### src/rtl/evu_pkg.sv
// evu_pkg: shared privilege encodings, e_info field offsets and the snapshot record layout
package evu_pkg;
    localparam logic [1:0] EVU_PRIV_M = 2'b01;
    localparam logic [1:0] EVU_PRIV_S = 2'b10;
    localparam logic [1:0] EVU_PRIV_U = 2'b11;
    localparam int EVU_CNT_W  = 32;
    localparam int EVU_ASID_W = 16;
    // e_info = {counter_no, priv, asid}; priv/counter_no offsets are relative to the top of asid
    localparam int EVU_INFO_ASID_LSB = 0;
    localparam int EVU_INFO_PRIV_OFS = 0;
    localparam int EVU_INFO_CNO_OFS  = 2;
    typedef struct packed {
        logic [1:0]            counter_no;
        logic [1:0]            priv;
        logic [EVU_ASID_W-1:0] asid;
        logic [EVU_CNT_W-1:0]  count;
    } evu_snap_t;
endpackage

### src/rtl/evu_snap_fifo.sv
// evu_snap_fifo: first-word fall-through FIFO; data_o holds the last popped word while empty
module evu_snap_fifo #(
    parameter int W     = 8,
    parameter int DEPTH = 4
) (
    input  logic         clk_i,
    input  logic         rst_i,
    input  logic         push_i,
    input  logic         pop_i,
    input  logic [W-1:0] data_i,
    output logic [W-1:0] data_o,
    output logic         full_o,
    output logic         empty_o
);
    localparam int AW = $clog2(DEPTH);
    logic [W-1:0]  mem_q [DEPTH];
    logic [AW-1:0] wr_q, wr_d, rd_q, rd_d;
    logic [AW:0]   cnt_q, cnt_d;
    logic [W-1:0]  last_q, last_d;
    logic          push_ok, pop_ok;
    always_comb begin
        empty_o = cnt_q == '0;
        full_o  = cnt_q == (AW+1)'(DEPTH);
        pop_ok  = pop_i & ~empty_o;
        push_ok = push_i & (~full_o | pop_ok);
        wr_d    = wr_q + AW'(push_ok);
        rd_d    = rd_q + AW'(pop_ok);
        cnt_d   = cnt_q + (AW+1)'(push_ok) - (AW+1)'(pop_ok);
        last_d  = pop_ok ? mem_q[rd_q] : last_q;
        data_o  = empty_o ? last_q : mem_q[rd_q];
    end
    always_ff @(posedge clk_i or posedge rst_i) begin
        if (rst_i) begin
            wr_q   <= '0;
            rd_q   <= '0;
            cnt_q  <= '0;
            last_q <= '0;
        end else begin
            wr_q   <= wr_d;
            rd_q   <= rd_d;
            cnt_q  <= cnt_d;
            last_q <= last_d;
        end
    end
    always_ff @(posedge clk_i) begin
        if (push_ok) mem_q[wr_q] <= data_i;
    end
endmodule

### src/rtl/evu_event_counter.sv
// evu_event_counter: privilege-filtered saturating event counters, threshold irq and PC-match snapshot FIFO.
// Define EVU_CNT_SNAP_CLEAR_EN to make accepted snapshots read-and-clear the snapped counter.
module evu_event_counter
    import evu_pkg::*;
#(
    parameter int NUM_EVENTS = 4,
    parameter int CNT_WIDTH  = 32,
    parameter int ASID_WIDTH = 16,
    parameter int SNAP_DEPTH = 4
) (
    input  logic                             clk_i,
    input  logic                             rst_i,
    input  logic [NUM_EVENTS:0]              e_id_i,
    input  logic [ASID_WIDTH+3:0]            e_info_i,
    input  logic [NUM_EVENTS-1:0]            en_mask_i,
    input  logic [2:0]                       priv_filter_i,
    input  logic [NUM_EVENTS-1:0]            clear_i,
    input  logic [CNT_WIDTH-1:0]             threshold_i,
    output logic [NUM_EVENTS*CNT_WIDTH-1:0]  cnt_o,
    output logic [NUM_EVENTS-1:0]            ovf_o,
    output logic                             irq_o,
    output logic                             snap_valid_o,
    input  logic                             snap_ready_i,
    output logic [CNT_WIDTH+ASID_WIDTH+3:0]  snap_data_o,
    output logic [7:0]                       drop_cnt_o
);
    logic [CNT_WIDTH-1:0]  cnt_q [NUM_EVENTS];
    logic [CNT_WIDTH-1:0]  cnt_d [NUM_EVENTS];
    logic [NUM_EVENTS-1:0] ovf_q, ovf_d, inc, sat, clr, snap_clr;
    logic                  irq_q, irq_d;
    logic [7:0]            drop_q, drop_d;
    logic [1:0]            priv, cno;
    logic [ASID_WIDTH-1:0] asid;
    logic [CNT_WIDTH-1:0]  snap_cnt;
    logic                  priv_ok, push, pop, acc, full, empty;
    assign asid = e_info_i[EVU_INFO_ASID_LSB +: ASID_WIDTH];
    assign priv = e_info_i[ASID_WIDTH+EVU_INFO_PRIV_OFS +: 2];
    assign cno  = e_info_i[ASID_WIDTH+EVU_INFO_CNO_OFS +: 2];
`ifdef EVU_CNT_SNAP_CLEAR_EN
    always_comb begin
        for (int i = 0; i < NUM_EVENTS; i++) snap_clr[i] = acc & (32'(cno) == i);
    end
`else
    assign snap_clr = '0;
`endif
    always_comb begin
        priv_ok = (priv == EVU_PRIV_M & priv_filter_i[0]) |
                  (priv == EVU_PRIV_S & priv_filter_i[1]) |
                  (priv == EVU_PRIV_U & priv_filter_i[2]);
        // counter_no beyond the bank matches no entry and snapshots a zero count
        snap_cnt = '0;
        for (int i = 0; i < NUM_EVENTS; i++) if (32'(cno) == i) snap_cnt = cnt_q[i];
        push   = e_id_i[NUM_EVENTS];
        pop    = ~empty & snap_ready_i;
        acc    = push & (~full | pop);
        drop_d = (push & ~acc & drop_q != 8'hFF) ? drop_q + 8'd1 : drop_q;
        irq_d  = 1'b0;
        cnt_o  = '0;
        for (int i = 0; i < NUM_EVENTS; i++) begin
            inc[i]   = e_id_i[i] & en_mask_i[i] & priv_ok;
            sat[i]   = &cnt_q[i];
            clr[i]   = clear_i[i] | snap_clr[i];
            cnt_d[i] = clr[i] ? '0 : (inc[i] & ~sat[i]) ? cnt_q[i] + CNT_WIDTH'(1) : cnt_q[i];
            ovf_d[i] = ~clr[i] & (ovf_q[i] | (inc[i] & sat[i]));
            irq_d    = irq_d | (en_mask_i[i] & (cnt_q[i] >= threshold_i));
            cnt_o[i*CNT_WIDTH +: CNT_WIDTH] = cnt_q[i];
        end
        irq_d = irq_d & (threshold_i != '0);
    end
    always_ff @(posedge clk_i or posedge rst_i) begin
        if (rst_i) begin
            for (int i = 0; i < NUM_EVENTS; i++) cnt_q[i] <= '0;
            ovf_q  <= '0;
            irq_q  <= 1'b0;
            drop_q <= '0;
        end else begin
            for (int i = 0; i < NUM_EVENTS; i++) cnt_q[i] <= cnt_d[i];
            ovf_q  <= ovf_d;
            irq_q  <= irq_d;
            drop_q <= drop_d;
        end
    end
    evu_snap_fifo #(
        .W     (CNT_WIDTH+ASID_WIDTH+4),
        .DEPTH (SNAP_DEPTH)
    ) u_fifo (
        .clk_i   (clk_i),
        .rst_i   (rst_i),
        .push_i  (push),
        .pop_i   (pop),
        .data_i  ({cno, priv, asid, snap_cnt}),
        .data_o  (snap_data_o),
        .full_o  (full),
        .empty_o (empty)
    );
    assign ovf_o        = ovf_q;
    assign irq_o        = irq_q;
    assign drop_cnt_o   = drop_q;
    assign snap_valid_o = ~empty;
endmodule

### config.mk
export PLATFORM = sky130hd
export DESIGN_NAME = evu_event_counter
export DESIGN_NICKNAME = d
export VERILOG_FILES = /design/src/rtl/evu_pkg.sv /design/src/rtl/evu_snap_fifo.sv /design/src/rtl/evu_event_counter.sv
export SDC_FILE = /design/constraint.sdc
export NUM_CORES = 1
export LEC_CHECK = 0
export CAP_MARGIN = 20
export CORE_MARGIN = 3
export CORE_UTILIZATION = 56
export CTS_CLUSTER_SIZE = 24
export DETAILED_ROUTE_END_ITERATION = 10
export PLACE_DENSITY = 0.86
export SYNTH_ARGS = -nofsm -noshare
export SYNTH_HDL_FRONTEND = slang
export SYNTH_SLANG_ARGS = --single-unit
### constraint.sdc
create_clock -name clk_i -period 7.1 [get_ports clk_i]
set_clock_uncertainty 0.05 [all_clocks]
set_input_delay 0.71 -clock clk_i [delete_from_list [all_inputs] [get_ports clk_i]]
set_output_delay 0.71 -clock clk_i [all_outputs]
set_load 0.01 [all_outputs]
# [Yosys cells after proc, flatten, opt, wreduce, memory -nomap -nowiden]
# Memory sizes are Yosys's and may differ from the RTL's.
# Index checks and enable logic that the tools add are counted.
[word_totals] reg_bits=200 input_bits=71 n_memories=1 wordCells=115 ramBits=208
[mem_list] name="u_fifo.mem_q" depth=4 width=52 rd=1 rd_clocked_by_memory_dff=0 wr=1 line_no="evu_snap_fifo.sv:16" text="logic [W-1:0] mem_q [DEPTH];"
[op_classes] n_mux=15 n_reduce_logical=11 n_addsub=9 n_lt_le_gt_ge=4 n_bitwise=56 n_eq_ne=8
[op_table] operator="$mux 32" count=12
[op_table] operator="$add 32x1->32 const B" count=4
[op_table] operator="$ge 32x32->1" count=4
[op_table] operator="$reduce_and 32->1" count=4
[op_table] operator="$mux 52" count=1
[op_table] operator="$and 1x1->1" count=34
[op_table] operator="$reduce_bool 32->1" count=1
[op_table] operator="$not 1->1" count=11
[op_table] operator="$or 1x1->1" count=11
[op_table] operator="$add 8x1->8 const B" count=1
[op_table] operator="$eq 2x2->1 const B" count=4
[op_table] operator="$ne 8x8->1 const B" count=1
[op_table] operator="$reduce_bool 2->1" count=4
[op_table] operator="$add 2x1->2" count=2
[op_table] operator="$eq 2x1->1 const B" count=2
[op_table] operator="$add 3x1->3" count=1
[op_table] operator="$eq 3x3->1 const B" count=1
[op_table] operator="$logic_not 3->1" count=1
[op_table] operator="$sub 3x1->3" count=1
[op_table] operator="$logic_not 2->1" count=1
[op_table] operator="$mux 1" count=2

# [Longest topological paths before layout]
# Gate-level depths: netlist (run 1).
[depth] depth_word=8 depth_mapped=12 ltp_nobuf=10

# [Hierarchy]
# Synthesis (run 1) repeated with hierarchy kept, for this count alone.
[unflattened] hier_cells=1610 hier_area_um2=21217.8
[modules_own_cells] mod="evu_event_counter" area_each_um2=10777.8 cells_per_inst=1142 n_inst=1 seq_area_each_um2=3528.4
[modules_own_cells] mod="evu_snap_fifo" area_each_um2=10440.0 cells_per_inst=468 n_inst=1 seq_area_each_um2=7722.4

# [Worst setup path before layout (run 1)]
# OpenSTA, ideal clock, no wires.
[synth_timing] kind="in2reg" start="in snap_ready_i" end="mem u_fifo.mem_q[0][0] in the netlist's numbering, enable pin" slack_ps=1649 setup_time_ps=536 t_arrival_ps=4865 path_stages=3 path_cell_list="nor4b_1 -> nor2b_1 -> nor3b_1"
[synth_via] elab_chain_cells=6
[synth_lines] element="start, declared" line_no="evu_event_counter.sv:23" text="input logic snap_ready_i,"
[synth_lines] element="$and 1x1->1" line_no="evu_event_counter.sv:54" text="pop = ~empty & snap_ready_i;"
[synth_lines] element="$and 1x1->1" line_no="evu_snap_fifo.sv:24" text="pop_ok = pop_i & ~empty_o;"
[synth_lines] element="$or 1x1->1" line_no="evu_snap_fifo.sv:25" text="push_ok = push_i & (~full_o | pop_ok);"
[synth_lines] element="$and 1x1->1" line_no="evu_snap_fifo.sv:25"
[synth_lines] element="$mux 1" line_no="evu_snap_fifo.sv:46" text="if (push_ok) mem_q[wr_q] <= data_i;"
[synth_lines] element="$mux 1 (not written as such)" line_no="evu_snap_fifo.sv:46"
[synth_lines] element="end, declared" line_no="evu_snap_fifo.sv:16"
# Every way passes these cells.

# [Final worst setup path (run 1)]
[layout_timing] start="reg u_fifo.rd_q[0]" end="out snap_data_o[16]"
[layout_via] elab_chain_cells=2
[layout_lines] element="start, declared" line_no="evu_snap_fifo.sv:17" text="logic [AW-1:0] wr_q, wr_d, rd_q, rd_d;"
[layout_lines] element="start signal, assigned" line_no="evu_snap_fifo.sv:40" text="rd_q <= rd_d;"
[layout_lines] element="$mem_v2 4x52"
[layout_lines] element="$mux 52" line_no="evu_snap_fifo.sv:30" text="data_o = empty_o ? last_q : mem_q[rd_q];"
[layout_lines] element="end, declared" line_no="evu_event_counter.sv:24" text="output logic [CNT_WIDTH+ASID_WIDTH+3:0] snap_data_o,"
# Every way passes these cells.

==> flow_summary.html, run 1 <==
<table>
<tr><th>Metric</th><th>Value</th></tr>
<tr><th colspan="2">Worst setup path</th></tr>
<tr><td>Worst-path fanout max</td><td>28</td></tr>
<tr><td>Worst r2r src</td><td>cnt_o[32]</td></tr>
<tr><td>Kind of end point of the critical path</td><td>primary output</td></tr>
<tr><td>Kind of critical path</td><td>flop to primary output</td></tr>
<tr><td>Reg-to-Reg End</td><td>cnt_o[61]</td></tr>
<tr><td>R2r worst-path depth</td><td>8</td></tr>
<tr><td>Data arrival time of the critical path</td><td>3.35 ns</td></tr>
<tr><td>Slack of the worst reg-to-reg path</td><td>4.10 ns</td></tr>
<tr><td>Setup crit start kind</td><td>flop</td></tr>
<tr><td>CP Data Required Time</td><td>6.34 ns</td></tr>
<tr><th colspan="2">Clocking</th></tr>
<tr><td>Count of H-tree levels built during CTS</td><td>2</td></tr>
<tr><td>Clock transition at the registers of the reported paths</td><td>0.06 ns</td></tr>
<tr><td>Clock network latency to the later pin of the worst-skew pair</td><td>0.58 ns</td></tr>
<tr><td>Post CTS Setup Buffer Count</td><td>0</td></tr>
<tr><td>Clock root buffer master</td><td>clkbuf_16</td></tr>
<tr><td>CTS Hold Buffers Added</td><td>0</td></tr>
<tr><td>TritonCTS clock tree</td><td>done</td></tr>
<tr><td>Count of instances resized after the clock tree is built</td><td>0</td></tr>
<tr><td>CTS max path bufs</td><td>3</td></tr>
<tr><td>Sink Count</td><td>408</td></tr>
<tr><td>Number of buffers created by CTS</td><td>44</td></tr>
<tr><th colspan="2">STA</th></tr>
<tr><td>Max-Slew Margin vs Limit</td><td>0.238</td></tr>
<tr><td>Maximum operating frequency</td><td>0.243 GHz</td></tr>
<tr><td>Setup repair after global routing missed its margin</td><td>false</td></tr>
<tr><td>Setup TNS after final layout</td><td>0 ns</td></tr>
<tr><td>Number of hold violations in the final report</td><td>0</td></tr>
<tr><td>Final count of pins violating max slew</td><td>0</td></tr>
<tr><td>Worst Tran Pin Value</td><td>1.14 ns</td></tr>
<tr><td>Number of setup violations in the final report</td><td>0</td></tr>
<tr><td>Ratio of final minimum period to clock period</td><td>0.579</td></tr>
<tr><td>Min Hold Slack</td><td>0.450 ns</td></tr>
<tr><td>Clock period minus worst slack</td><td>4.11 ns</td></tr>
<tr><td>Worst setup margin</td><td>2.99 ns</td></tr>
<tr><th colspan="2">Finish</th></tr>
<tr><td>Core utilization of the finished layout</td><td>0.699</td></tr>
<tr><td>Share of post-route cells with drive strength above 1</td><td>0.159</td></tr>
<tr><td>Multi-input combinational cell area</td><td>0.00937 sq mm</td></tr>
<tr><td>Register area</td><td>0.0113 sq mm</td></tr>
<tr><td>Layout Area Growth over Synthesis</td><td>22.2%</td></tr>
<tr><td>Number of nets in the layout</td><td>2075</td></tr>
<tr><td>Cell area after layout</td><td>0.0257 sq mm</td></tr>
<tr><td>Number of fill cells</td><td>2513</td></tr>
<tr><th colspan="2">Power</th></tr>
<tr><td>Switching Power</td><td>2160 uW</td></tr>
<tr><td>Sequential Power Share</td><td>0.409</td></tr>
<tr><td>Largest vdd supply drop</td><td>188 uV</td></tr>
<tr><td>Power per standard cell area</td><td>298 mW/mm^2</td></tr>
<tr><td>Combinational group share of total power</td><td>0.284</td></tr>
<tr><td>Static power due to leakage</td><td>0.0102 uW</td></tr>
<tr><td>Clock network fraction of design power</td><td>0.307</td></tr>
<tr><td>Internal power</td><td>5510 uW</td></tr>
<tr><td>Proportion of total power due to net switching</td><td>0.281</td></tr>
<tr><th colspan="2">Hold path</th></tr>
<tr><td>Hold Path End</td><td>u_fifo.last_q[27]</td></tr>
<tr><td>Worst min-delay path category</td><td>flop to flop</td></tr>
<tr><td>Worst hold path stage count</td><td>1</td></tr>
<tr><td>Startpoint of the worst hold path</td><td>u_fifo.last_q[27]</td></tr>
<tr><th colspan="2">Run status</th></tr>
<tr><td>Status</td><td>completed</td></tr>
<tr><th colspan="2">Die</th></tr>
<tr><td>DIE WIDTH</td><td>200 um</td></tr>
<tr><td>Die Ht</td><td>200 um</td></tr>
<tr><td>Initial Utilization</td><td>0.572</td></tr>
<tr><td>Placeable core area</td><td>0.0368 sq mm</td></tr>
<tr><td>Top-level I/O count</td><td>265</td></tr>
<tr><td>Total Die Area</td><td>0.0399 sq mm</td></tr>
<tr><td>Row cnt</td><td>70</td></tr>
<tr><th colspan="2">GRT</th></tr>
<tr><td>Number of antenna violations at the first check in global routing</td><td>0</td></tr>
<tr><td>Overflow after GRT</td><td>0</td></tr>
<tr><td>Vias in the first global route</td><td>15.4k</td></tr>
<tr><td>Maximum number of pins on one net before global-route repair</td><td>138</td></tr>
<tr><td>All-layer global routing usage</td><td>0.294</td></tr>
<tr><td>Global-route wire length before repair</td><td>89.0 mm</td></tr>
<tr><th colspan="2">Logic synthesis</th></tr>
<tr><td>Register bit count reported by yosys</td><td>408</td></tr>
<tr><td>Synth async-reset ratio</td><td>0.490</td></tr>
<tr><td>Summed instance area of the synthesized netlist</td><td>0.0210 sq mm</td></tr>
<tr><td>Most instantiated flip-flop cell in the synthesis netlist</td><td>edfxtp_1</td></tr>
<tr><td>Mean post-synth cell area</td><td>13.2 sq um</td></tr>
<tr><td>Post-synthesis net count</td><td>1806</td></tr>
<tr><td>Number of standard cells after synthesis</td><td>1597</td></tr>
<tr><td>Post-synth EDFFs</td><td>208</td></tr>
<tr><td>Syn. warnings</td><td>0</td></tr>
<tr><td>Register area share after synthesis</td><td>0.535</td></tr>
<tr><td>Number of different library cells in the post-synthesis netlist</td><td>69</td></tr>
<tr><th colspan="2">Flow run</th></tr>
<tr><td>Number of max-cap violations</td><td>0</td></tr>
<tr><th colspan="2">Placed design</th></tr>
<tr><td>Post-detail-place hpwl</td><td>41.7 mm</td></tr>
<tr><td>Area of placed instances</td><td>0.0242 sq mm</td></tr>
<tr><td>Worst setup slack after placement</td><td>3.37 ns</td></tr>
<tr><td>Routability-driven placement congestion ratio</td><td>0.983</td></tr>
<tr><td>Number of port buffers</td><td>264</td></tr>
<tr><th colspan="2">Detailed routing</th></tr>
<tr><td>Iteration-0 DRC Markers</td><td>1221</td></tr>
<tr><td>Routed Antenna Nets</td><td>0</td></tr>
<tr><td>Number of detailed-routing iterations run before antenna repair</td><td>5</td></tr>
<tr><td>Number of vias per cell</td><td>6.31</td></tr>
<tr><td>Total detailed-routing wirelength</td><td>58.6 mm</td></tr>
<tr><td>Avg WL per Cell</td><td>24.7 um</td></tr>
<tr><td>Via count</td><td>15.0k</td></tr>
<tr><td>Post-route DRC violation count</td><td>0</td></tr>
</table>
## routing by layer
layer  part of all wire  GRT usage  vias to the layer above
met5                  0          0                        -
met4              0.033      0.106                        0
met3              0.089     0.0559                      120
met2               0.47      0.472                      722
met1               0.40      0.408                     7513
li1                   -          -                     6600
## per-stage QoR
stage	instances	total power, uW
2_1_floorplan	1597	4440
3_5_place_dp	2287	5380
6_report	2370	7670
5_1_grt	2369	8010
4_1_cts	2368	7730
3_3_place_gp	2286	5280
## cells in the final DEF (no fill, tap or decap), types with 4 or more instances in the layout
cell type	Yosys	layout
a211oi_1	10	10
a21o_1	9	9
a21oi_1	56	56
and2_1	6	6
and3_1	28	27
and4_1	24	24
buf_4	0	13
bufinv_16	0	4
clkbuf_16	0	46
clkbuf_8	0	6
clkdlybuf4s50_1	0	263
clkinv_1	0	7
clkinv_2	0	8
clkinvlp_4	0	5
dfrtp_1	200	198
edfxtp_1	208	208
ha_1	137	137
inv_1	53	52
mux2_2	105	105
mux2i_1	4	4
mux4_2	83	83
nand2_1	73	72
nand3_1	61	61
nand4_1	59	59
nor2_1	155	154
nor2b_1	4	4
nor3_1	18	18
nor4_1	16	16
o211ai_1	5	5
o21ai_0	36	36
or3_1	16	15
xnor2_1	48	48
xor2_1	73	73
## synthesized netlist by cell type (all sizes together) (2+ instances only)
cell	count	share of area
mux2i	5	0.0030
a211oi	12	0.0048
nor4	19	0.0065
buf	20	0.0048
a2111oi	2	0.00083
nor3	19	0.0048
nand4	60	0.018
a221o	2	0.00095
o2111ai	3	0.0012
o21ai	37	0.0088
nor3b	3	0.0013
dfrtp	200	0.24
nand3	61	0.015
or3	16	0.0048
a41oi	2	0.00083
nand2	73	0.013
and4	27	0.012
nor2b	4	0.0012
or4	3	0.0014
mux2	105	0.056
o211ai	5	0.0018
xnor2	48	0.020
nor2	155	0.028
ha	137	0.081
and2	7	0.0021
a211o	2	0.00083
nand2b	3	0.00089
mux4	84	0.090
a21oi	56	0.013
a21o	9	0.0032
nor4b	3	0.0027
and3	29	0.0087
clkbuf	34	0.0061
edfxtp	208	0.30
inv	53	0.0095
xor2	73	0.030
## sequential cells by signal, indices dropped and copies added, names as in the netlist
register,count
u_fifo.mem_q,208
cnt_o,128
u_fifo.last_q,52
drop_cnt_o,8
ovf_o,4
u_fifo.cnt_q,3
u_fifo.rd_q,2
u_fifo.wr_q,2
irq_o,1
## critical path, cell delays in order, from the launching register on
cell and delay [ns]:
dfrtp_4 0.78, buf_4 0.57, mux4_2 0.59, mux2_2 0.29, clkdlybuf4s50_1 0.54
## power by group through the flow
stage	clock network (uW)	registers (uW)	logic (uW)
2_1_floorplan	0	3070	1370
3_3_place_gp	0	3150	2120
3_5_place_dp	0	3190	2190
4_1_cts	2390	3140	2200
5_1_grt	2490	3180	2340
6_report	2360	3140	2180
## how the worst max path moves through the flow
stage	from	endpoint	slack [ns]	cells past startpoint
6_report	u_fifo.rd_q[0]	snap_data_o[16]	2.99	4
5_1_grt	u_fifo.rd_q[0]	snap_data_o[13]	2.75	4
4_1_cts	u_fifo.rd_q[0]	snap_data_o[16]	2.86	4
3_5_place_dp	e_info_i[16]	cnt_o[117]	3.37	8
3_3_place_gp	e_info_i[16]	cnt_o[127]	3.48	8
2_1_floorplan	rst_i	cnt_o[0]	0.89	1
## final cells by class
| cell class | count | share of cell area |
|---|---|---|
| well taps | 468 | 0.0228 |
| clock inverters | 27 | 0.0101 |
| flip-flops and latches | 408 | 0.438 |
| diodes | 1 | 0.0000973 |
| multi-input cells | 1080 | 0.364 |
| clock buffers | 54 | 0.0483 |
| inverters | 53 | 0.00803 |
| repair buffers | 279 | 0.109 |
## cells by family after synthesis
logic type | share of synthesized area
muxes | 0.149
xor gates and xnor gates | 0.0504
AOI/OAI and AO/OA | 0.0415
adders and majority gates | 0.0824
buffers and inverters | 0.0212
and+or+nand+nor | 0.120
DFF | 0.535
Power figures use the tool's default switching activity.
==> run 2: changes to the inputs <==
==> constraint.sdc (replaced) <==
create_clock -name clk_i -period 4 [get_ports clk_i]
set_clock_uncertainty 0.05 [all_clocks]
set_input_delay 0.4 -clock clk_i [delete_from_list [all_inputs] [get_ports clk_i]]
set_output_delay 0.4 -clock clk_i [all_outputs]
set_load 0.01 [all_outputs]
==> run 2 against run 1 <==
Compared with the run above:
- the flow now finishes with violations (antenna rules)
- critical endpoint is now snap_data_o[20]
- largest power group unchanged
- final area grew 0.29%
- global-route usage grew 0.59 points
- highest routed layer is now met5
- combinational power grew 83%
- utilization grew 0.20 points
==> flow_summary.html, run 2 (synthesis results as in run 1) <==
<table>
<tr><th>Metric</th><th>Value</th></tr>
<tr><th colspan="2">Run status</th></tr>
<tr><td>Status</td><td>finished with violations (was completed)</td></tr>
<tr><td>Failing checks</td><td>antenna rules</td></tr>
<tr><th colspan="2">Clocking</th></tr>
<tr><td>CTS max path bufs</td><td>3 (unchanged)</td></tr>
<tr><td>Clock root buffer master</td><td>clkbuf_16 (unchanged)</td></tr>
<tr><td>Post CTS Setup Buffer Count</td><td>0 (unchanged)</td></tr>
<tr><td>Sink Count</td><td>408 (unchanged)</td></tr>
<tr><td>Clock network latency to the later pin of the worst-skew pair</td><td>0.56 ns (was 0.58 ns)</td></tr>
<tr><td>TritonCTS clock tree</td><td>done (unchanged)</td></tr>
<tr><td>Count of H-tree levels built during CTS</td><td>2 (unchanged)</td></tr>
<tr><td>Number of buffers created by CTS</td><td>43 (was 44)</td></tr>
<tr><td>Clock transition at the registers of the reported paths</td><td>0.06 ns (about the same)</td></tr>
<tr><td>CTS Hold Buffers Added</td><td>0 (unchanged)</td></tr>
<tr><td>Count of instances resized after the clock tree is built</td><td>0 (unchanged)</td></tr>
<tr><th colspan="2">GRT</th></tr>
<tr><td>Met2 usage in global routing</td><td>0.487 (was 0.472)</td></tr>
<tr><td>Busiest metal layer after global routing</td><td>met2 (unchanged)</td></tr>
<tr><td>GR Util met1</td><td>0.410 (was 0.408)</td></tr>
<tr><td>Met3 GRT Util</td><td>0.0604 (was 0.0559)</td></tr>
<tr><td>Overflow after GRT</td><td>0 (unchanged)</td></tr>
<tr><td>Maximum number of pins on one net before global-route repair</td><td>114 (was 138)</td></tr>
<tr><td>All-layer global routing usage</td><td>0.300 (was 0.294)</td></tr>
<tr><td>Global-route wire length before repair</td><td>90.4 mm (was 89.0 mm)</td></tr>
<tr><td>Vias in the first global route</td><td>15.5k (was 15.4k)</td></tr>
<tr><td>Number of antenna violations at the first check in global routing</td><td>1 (was 0)</td></tr>
<tr><th colspan="2">Placed design</th></tr>
<tr><td>Routability-driven placement congestion ratio</td><td>0.919 (was 0.983)</td></tr>
<tr><td>Post-detail-place hpwl</td><td>42.9 mm (was 41.7 mm)</td></tr>
<tr><td>Number of port buffers</td><td>264 (unchanged)</td></tr>
<tr><td>Area of placed instances</td><td>0.0243 sq mm (was 0.0242 sq mm)</td></tr>
<tr><th colspan="2">STA</th></tr>
<tr><td>Max-Slew Margin vs Limit</td><td>0.397 (was 0.238)</td></tr>
<tr><td>Maximum operating frequency</td><td>0.297 GHz</td></tr>
<tr><td>Ratio of final minimum period to clock period</td><td>0.843</td></tr>
<tr><td>Number of setup violations in the final report</td><td>0 (unchanged)</td></tr>
<tr><td>Clock period minus worst slack</td><td>3.37 ns</td></tr>
<tr><td>Final count of pins violating max slew</td><td>0 (unchanged)</td></tr>
<tr><td>Number of hold violations in the final report</td><td>0 (unchanged)</td></tr>
<tr><td>Setup TNS after final layout</td><td>0 ns (unchanged)</td></tr>
<tr><td>Worst Tran Pin Value</td><td>0.882 ns (was 1.14 ns)</td></tr>
<tr><td>Setup repair after global routing missed its margin</td><td>false (unchanged)</td></tr>
<tr><th colspan="2">Finish</th></tr>
<tr><td>Share of post-route cells with drive strength above 1</td><td>0.165 (was 0.159)</td></tr>
<tr><td>Cell area after layout</td><td>0.0258 sq mm (was 0.0257 sq mm)</td></tr>
<tr><td>Layout Area Growth over Synthesis</td><td>22.6% (was 22.2%)</td></tr>
<tr><td>Max reg flops</td><td>208 (unchanged)</td></tr>
<tr><td>Number of nets in the layout</td><td>2088 (was 2075)</td></tr>
<tr><td>Commonest non-fill, non-tap cell in the layout</td><td>clkdlybuf4s50_1 (unchanged)</td></tr>
<tr><td>Biggest register</td><td>u_fifo.mem_q (unchanged)</td></tr>
<tr><td>Commonest non-fill, non-tap cells in the layout</td><td>clkdlybuf4s50_1 (263), edfxtp_1 (208), dfrtp_1 (198) (unchanged)</td></tr>
<tr><th colspan="2">Power</th></tr>
<tr><td>Clock network fraction of design power</td><td>0.298 (was 0.307)</td></tr>
<tr><td>Internal power</td><td>9700 uW (was 5510 uW)</td></tr>
<tr><td>Power per standard cell area</td><td>526 mW/mm^2 (was 298 mW/mm^2)</td></tr>
<tr><td>Combinational group share of total power</td><td>0.294 (was 0.284)</td></tr>
<tr><td>Sequential Power Share</td><td>0.409 (about the same)</td></tr>
<tr><td>Largest vdd supply drop</td><td>349 uV (was 188 uV)</td></tr>
<tr><td>Static power due to leakage</td><td>0.0103 uW (was 0.0102 uW)</td></tr>
<tr><td>Proportion of total power due to net switching</td><td>0.285 (was 0.281)</td></tr>
<tr><td>Switching Power</td><td>3870 uW (was 2160 uW)</td></tr>
<tr><th colspan="2">Hold path</th></tr>
<tr><td>Worst min-delay path category</td><td>input pin to async pin (was flop to flop)</td></tr>
<tr><th colspan="2">Worst setup path</th></tr>
<tr><td>Kind of end point of the critical path</td><td>primary output (unchanged)</td></tr>
<tr><td>Setup crit start kind</td><td>flop (unchanged)</td></tr>
<tr><td>Kind of critical path</td><td>flop to primary output (unchanged)</td></tr>
<tr><td>Data arrival time of the critical path</td><td>2.92 ns (was 3.35 ns)</td></tr>
<tr><td>Worst-path fanout max</td><td>17 (was 28)</td></tr>
<tr><td>CP Data Required Time</td><td>3.55 ns (was 6.34 ns)</td></tr>
<tr><th colspan="2">Detailed routing</th></tr>
<tr><td>Avg WL per Cell</td><td>25.2 um (was 24.7 um)</td></tr>
<tr><td>Iteration-0 DRC Markers</td><td>1309 (was 1221)</td></tr>
<tr><td>Total detailed-routing wirelength</td><td>60.2 mm (was 58.6 mm)</td></tr>
<tr><td>Routed Antenna Nets</td><td>1 (was 0)</td></tr>
<tr><td>Number of detailed-routing iterations run before antenna repair</td><td>8 (was 5)</td></tr>
<tr><td>Number of vias per cell</td><td>6.34 (was 6.31)</td></tr>
<tr><td>Via count</td><td>15.1k (was 15.0k)</td></tr>
<tr><td>Post-route DRC violation count</td><td>0 (unchanged)</td></tr>
<tr><th colspan="2">Die</th></tr>
<tr><td>Initial Utilization</td><td>0.572 (unchanged)</td></tr>
<tr><td>Row cnt</td><td>70 (unchanged)</td></tr>
<tr><td>Placeable core area</td><td>0.0368 sq mm (unchanged)</td></tr>
<tr><td>Top-level I/O count</td><td>265 (unchanged)</td></tr>
<tr><td>DIE WIDTH</td><td>200 um (unchanged)</td></tr>
<tr><td>Total Die Area</td><td>0.0399 sq mm (unchanged)</td></tr>
<tr><td>Die Ht</td><td>200 um (unchanged)</td></tr>
<tr><th colspan="2">Flow run</th></tr>
<tr><td>Number of max-cap violations</td><td>0 (unchanged)</td></tr>
</table>
## run 2: cell types whose count changed in the layout (fill, tap and decap cells not counted), sizes merged
cell	delta
clkinv	-1
clkbuf	-2
buf	+14
diode	+4
inv	+2
## run 2: power groups by stage
stage,clock [uW],sequential (uW),combinational [uW]
2_1_floorplan,0,5440,2440
3_3_place_gp,0,5560,3880
4_1_cts,4100,5560,4040
5_1_grt,4270,5620,4260
6_report,4040,5550,3990
3_5_place_dp,0,5630,3990
## run 2: path summary, 6_finish.rpt
| check | start | to | slack, ns | depth (start not counted) |
|---|---|---|---|---|
| setup / recovery | u_fifo.rd_q[0] | snap_data_o[20] | 0.63 | 4 |
| hold reg to reg | u_fifo.cnt_q[2] | u_fifo.cnt_q[2] | 0.45 | 1 |
| min in group clk_i | e_info_i[5] | u_fifo.mem_q[2][37] | 0.43 | 1 |
| setup reg to reg | cnt_o[65] | cnt_o[79] | 1.09 | 8 |
| hold / removal | rst_i | cnt_o[0] | 0.30 | 3 |
| max in group asynchronous | rst_i | u_fifo.last_q[25] | 2.99 | 3 |
## run 2: final cells by class
type / count / area [sq um]
repair buffers: 293 / 2930
fillers: 2497 / 11000
well taps: 468 / 586
clock inverters: 28 / 285
flip-flops and latches: 408 / 11300
inverters: 53 / 203
clock buffers: 52 / 1150
diodes: 5 / 12.5
multi-input cells: 1080 / 9370
## run 2: stage by stage
step / util / total power [uW] / hold WS (ns) / setup slack (ns) / std cells
2_1_floorplan: - / 7880 / 0.403 / 0.457 / 1597
3_3_place_gp: 0.661 / 9440 / 0.428 / 0.712 / 2301
3_5_place_dp: 0.661 / 9610 / 0.424 / 0.620 / 2301
4_1_cts: 0.700 / 13700 / 0.353 / 0.558 / 2381
5_1_grt: 0.701 / 14200 / 0.392 / 0.461 / 2382
6_report: 0.701 / 13600 / 0.302 / 0.629 / 2387
## run 2: worst max-delay path, stage by stage, from the launching register on
cell and delay, ns:
dfrtp_4 0.64, buf_4 0.36, mux4_2 0.55, mux2_2 0.28, clkdlybuf4s50_1 0.54
## run 2: per-layer routing
metal  routed length (um)  up-vias
met2                28200      795
met1                24100     7568
met4                 2230        2
met3                 5590      145
li1                     -     6631
met5                   13        -
==> run 3: changes to the inputs <==
==> constraint.sdc (replaced) <==
create_clock -name clk_i -period 3.2 [get_ports clk_i]
set_clock_uncertainty 0.05 [all_clocks]
set_input_delay 0.32 -clock clk_i [delete_from_list [all_inputs] [get_ports clk_i]]
set_output_delay 0.32 -clock clk_i [all_outputs]
set_load 0.01 [all_outputs]
==> run 3 against run 2 <==
Compared with the run above:
- the run now ends clean
- die area is the same
- critical path depth is the same
- sequential cell count is the same
- largest cell class unchanged
==> flow_summary.html, run 3 (synthesis results as in run 1) <==
<table>
<tr><th>Metric</th><th>Value</th></tr>
<tr><th colspan="2">Run status</th></tr>
<tr><td>Status</td><td>completed (was finished with violations)</td></tr>
<tr><th colspan="2">Worst setup path</th></tr>
<tr><td>Kind of critical path</td><td>flop to primary output (unchanged)</td></tr>
<tr><td>Data arrival time of the critical path</td><td>2.67 ns (was 2.92 ns)</td></tr>
<tr><td>R2r worst-path depth</td><td>8 (unchanged)</td></tr>
<tr><td>Setup crit start kind</td><td>flop (unchanged)</td></tr>
<tr><td>Reg-to-Reg End</td><td>irq_o (was cnt_o[79])</td></tr>
<tr><td>Worst r2r src</td><td>cnt_o[81] (was cnt_o[65])</td></tr>
<tr><td>Slack of the worst reg-to-reg path</td><td>0.33 ns (was 1.09 ns)</td></tr>
<tr><td>Kind of end point of the critical path</td><td>primary output (unchanged)</td></tr>
<tr><td>Worst-path fanout max</td><td>10 (was 17)</td></tr>
<tr><td>CP Data Required Time</td><td>2.83 ns (was 3.55 ns)</td></tr>
<tr><th colspan="2">STA</th></tr>
<tr><td>Max-Slew Margin vs Limit</td><td>0.465 (was 0.397)</td></tr>
<tr><td>Final count of pins violating max slew</td><td>0 (unchanged)</td></tr>
<tr><td>Worst Tran Pin Value</td><td>0.799 ns (was 0.882 ns)</td></tr>
<tr><td>Setup repair after global routing missed its margin</td><td>false (unchanged)</td></tr>
<tr><td>Maximum operating frequency</td><td>0.329 GHz</td></tr>
<tr><td>Number of hold violations in the final report</td><td>0 (unchanged)</td></tr>
<tr><td>Number of setup violations in the final report</td><td>0 (unchanged)</td></tr>
<tr><td>Ratio of final minimum period to clock period</td><td>0.949</td></tr>
<tr><td>Clock period minus worst slack</td><td>3.04 ns</td></tr>
<tr><th colspan="2">Clocking</th></tr>
<tr><td>Number of buffers created by CTS</td><td>42 (was 43)</td></tr>
<tr><td>Count of H-tree levels built during CTS</td><td>2 (unchanged)</td></tr>
<tr><td>Clock network latency to the later pin of the worst-skew pair</td><td>0.56 ns (about the same)</td></tr>
<tr><td>CTS Hold Buffers Added</td><td>0 (unchanged)</td></tr>
<tr><td>CTS max path bufs</td><td>3 (unchanged)</td></tr>
<tr><td>Sink Count</td><td>408 (unchanged)</td></tr>
<tr><td>Clock transition at the registers of the reported paths</td><td>0.06 ns (about the same)</td></tr>
<tr><td>Clock root buffer master</td><td>clkbuf_16 (unchanged)</td></tr>
<tr><td>TritonCTS clock tree</td><td>done (unchanged)</td></tr>
<tr><th colspan="2">Power</th></tr>
<tr><td>Power per standard cell area</td><td>652 mW/mm^2 (was 526 mW/mm^2)</td></tr>
<tr><td>Static power due to leakage</td><td>0.0108 uW (was 0.0103 uW)</td></tr>
<tr><td>Total power consumption of the routed design</td><td>17300 uW (was 13600 uW)</td></tr>
<tr><td>Largest vdd supply drop</td><td>386 uV (was 349 uV)</td></tr>
<tr><th colspan="2">Die</th></tr>
<tr><td>Initial Utilization</td><td>0.572 (unchanged)</td></tr>
<tr><td>DIE WIDTH</td><td>200 um (unchanged)</td></tr>
<tr><td>Top-level I/O count</td><td>265 (unchanged)</td></tr>
<tr><td>Row cnt</td><td>70 (unchanged)</td></tr>
<tr><td>Total Die Area</td><td>0.0399 sq mm (unchanged)</td></tr>
<tr><td>Die Ht</td><td>200 um (unchanged)</td></tr>
<tr><td>Placeable core area</td><td>0.0368 sq mm (unchanged)</td></tr>
<tr><th colspan="2">Hold path</th></tr>
<tr><td>Hold Path End</td><td>u_fifo.mem_q[3][51]</td></tr>
<tr><td>Worst hold path stage count</td><td>1</td></tr>
<tr><td>Startpoint of the worst hold path</td><td>e_info_i[19]</td></tr>
<tr><td>Worst min-delay path category</td><td>input pin to flop (was input pin to async pin)</td></tr>
<tr><th colspan="2">Finish</th></tr>
<tr><td>Number of nets in the layout</td><td>2173 (was 2088)</td></tr>
<tr><td>Fin cells</td><td>2466 (was 2387)</td></tr>
<tr><td>Core utilization of the finished layout</td><td>0.722 (was 0.701)</td></tr>
<tr><td>Commonest non-fill, non-tap cells in the layout</td><td>clkdlybuf4s50_1 (263), edfxtp_1 (208), dfrtp_1 (198) (unchanged)</td></tr>
<tr><td>Max reg flops</td><td>208 (unchanged)</td></tr>
<tr><td>Layout Area Growth over Synthesis</td><td>26.2% (was 22.6%)</td></tr>
<tr><td>Biggest register</td><td>u_fifo.mem_q (unchanged)</td></tr>
<tr><td>Commonest non-fill, non-tap cell in the layout</td><td>clkdlybuf4s50_1 (unchanged)</td></tr>
<tr><td>Number of fill cells</td><td>2400 (was 2497)</td></tr>
<tr><td>Cell area after layout</td><td>0.0265 sq mm (was 0.0258 sq mm)</td></tr>
<tr><td>Share of post-route cells with drive strength above 1</td><td>0.198 (was 0.165)</td></tr>
<tr><th colspan="2">Detailed routing</th></tr>
<tr><td>Post-route DRC violation count</td><td>0 (unchanged)</td></tr>
<tr><td>Routed Antenna Nets</td><td>0 (was 1)</td></tr>
<tr><td>Total detailed-routing wirelength</td><td>62.7 mm (was 60.2 mm)</td></tr>
<tr><td>Via count</td><td>15.5k (was 15.1k)</td></tr>
<tr><td>Avg WL per Cell</td><td>25.4 um (was 25.2 um)</td></tr>
<tr><td>Number of detailed-routing iterations run before antenna repair</td><td>5 (was 8)</td></tr>
<tr><td>Iteration-0 DRC Markers</td><td>1233 (was 1309)</td></tr>
<tr><td>Number of vias per cell</td><td>6.29 (was 6.34)</td></tr>
<tr><th colspan="2">GRT</th></tr>
<tr><td>Overflow after GRT</td><td>0 (unchanged)</td></tr>
<tr><td>Vias in the first global route</td><td>16.1k (was 15.5k)</td></tr>
<tr><td>All-layer global routing usage</td><td>0.317 (was 0.300)</td></tr>
<tr><td>Number of antenna violations at the first check in global routing</td><td>0 (was 1)</td></tr>
<tr><td>Global-route wire length before repair</td><td>95.4 mm (was 90.4 mm)</td></tr>
<tr><td>Maximum number of pins on one net before global-route repair</td><td>53 (was 114)</td></tr>
<tr><th colspan="2">Placed design</th></tr>
<tr><td>Routability-driven placement congestion ratio</td><td>0.952 (was 0.919)</td></tr>
<tr><td>Area of placed instances</td><td>0.0250 sq mm (was 0.0243 sq mm)</td></tr>
<tr><td>Number of port buffers</td><td>264 (unchanged)</td></tr>
<tr><td>Post-detail-place hpwl</td><td>45.6 mm (was 42.9 mm)</td></tr>
<tr><td>Instance count after placement with tap cells included</td><td>2386 (was 2301)</td></tr>
<tr><th colspan="2">Flow run</th></tr>
<tr><td>Number of max-cap violations</td><td>0 (unchanged)</td></tr>
</table>
==> run 3: cell type report <==
type / instances / area (sq um) / area share
Sequential cell: 408 / 11300 / 0.424
Multi-Input combinational cell: 1080 / 9370 / 0.353
Timing Repair Buffer: 379 / 3640 / 0.137
Clock buffer: 55 / 1180 / 0.0446
Tap cell: 468 / 586 / 0.0221
Clock inverter: 22 / 304 / 0.0115
Inverter: 53 / 203 / 0.00764
Antenna cell: 1 / 2.50 / 0.0000943
==> run 3: how the worst max path moves through the flow <==
stage                                from            endpoint  slack (ns)  cells after the start
after floorplan           u_fifo.cnt_q[2]  u_fifo.mem_q[0][0]       -0.18                      3
after global placement    threshold_i[17]               irq_o        0.09                     10
after detailed placement  threshold_i[17]               irq_o       -0.03                     10
after CTS                  u_fifo.rd_q[0]      snap_data_o[2]        0.11                      4
after global routing       u_fifo.rd_q[0]     snap_data_o[40]        0.05                      4
final                      u_fifo.rd_q[0]     snap_data_o[40]        0.16                      4
==> run 3: layer usage <==
layer	share of wire	global-route usage	vias up
met4	0.028	0.0961	0
met3	0.086	0.0587	118
met2	0.48	0.513	757
met5	0	0	-
li1	-	-	6784
met1	0.41	0.445	7860
==> run 3: critical path, cell delays in order, from the launching register on <==
cell and delay (ns):
dfrtp_4 0.51, buf_4 0.28, mux4_2 0.56, mux2_2 0.28, clkdlybuf4s50_1 0.49
==> run 3: timing repair <==
action                     4_1_cts  5_1_grt
buffers inserted                 2        0
gates resized for setup          1        0
setup endpoints to repair       37        0
==> run 3: power by group <==
group / total, uW / switching [uW] / internal [uW]
clock: 5260 / 2070 / 3190
combinational: 5170 / 2320 / 2860
sequential: 6880 / 420 / 6460
==> run 3: through the flow <==
step / setup slack, ns / hold slack, ns / TNS (ns)
2_1_floorplan: -0.178 / 0.369 / -9.25
3_3_place_gp: 0.0924 / 0.417 / 0
3_5_place_dp: -0.0319 / 0.439 / -0.0319
4_1_cts: 0.112 / 0.121 / 0
5_1_grt: 0.0526 / 0.149 / 0
6_report: 0.163 / 0.148 / 0
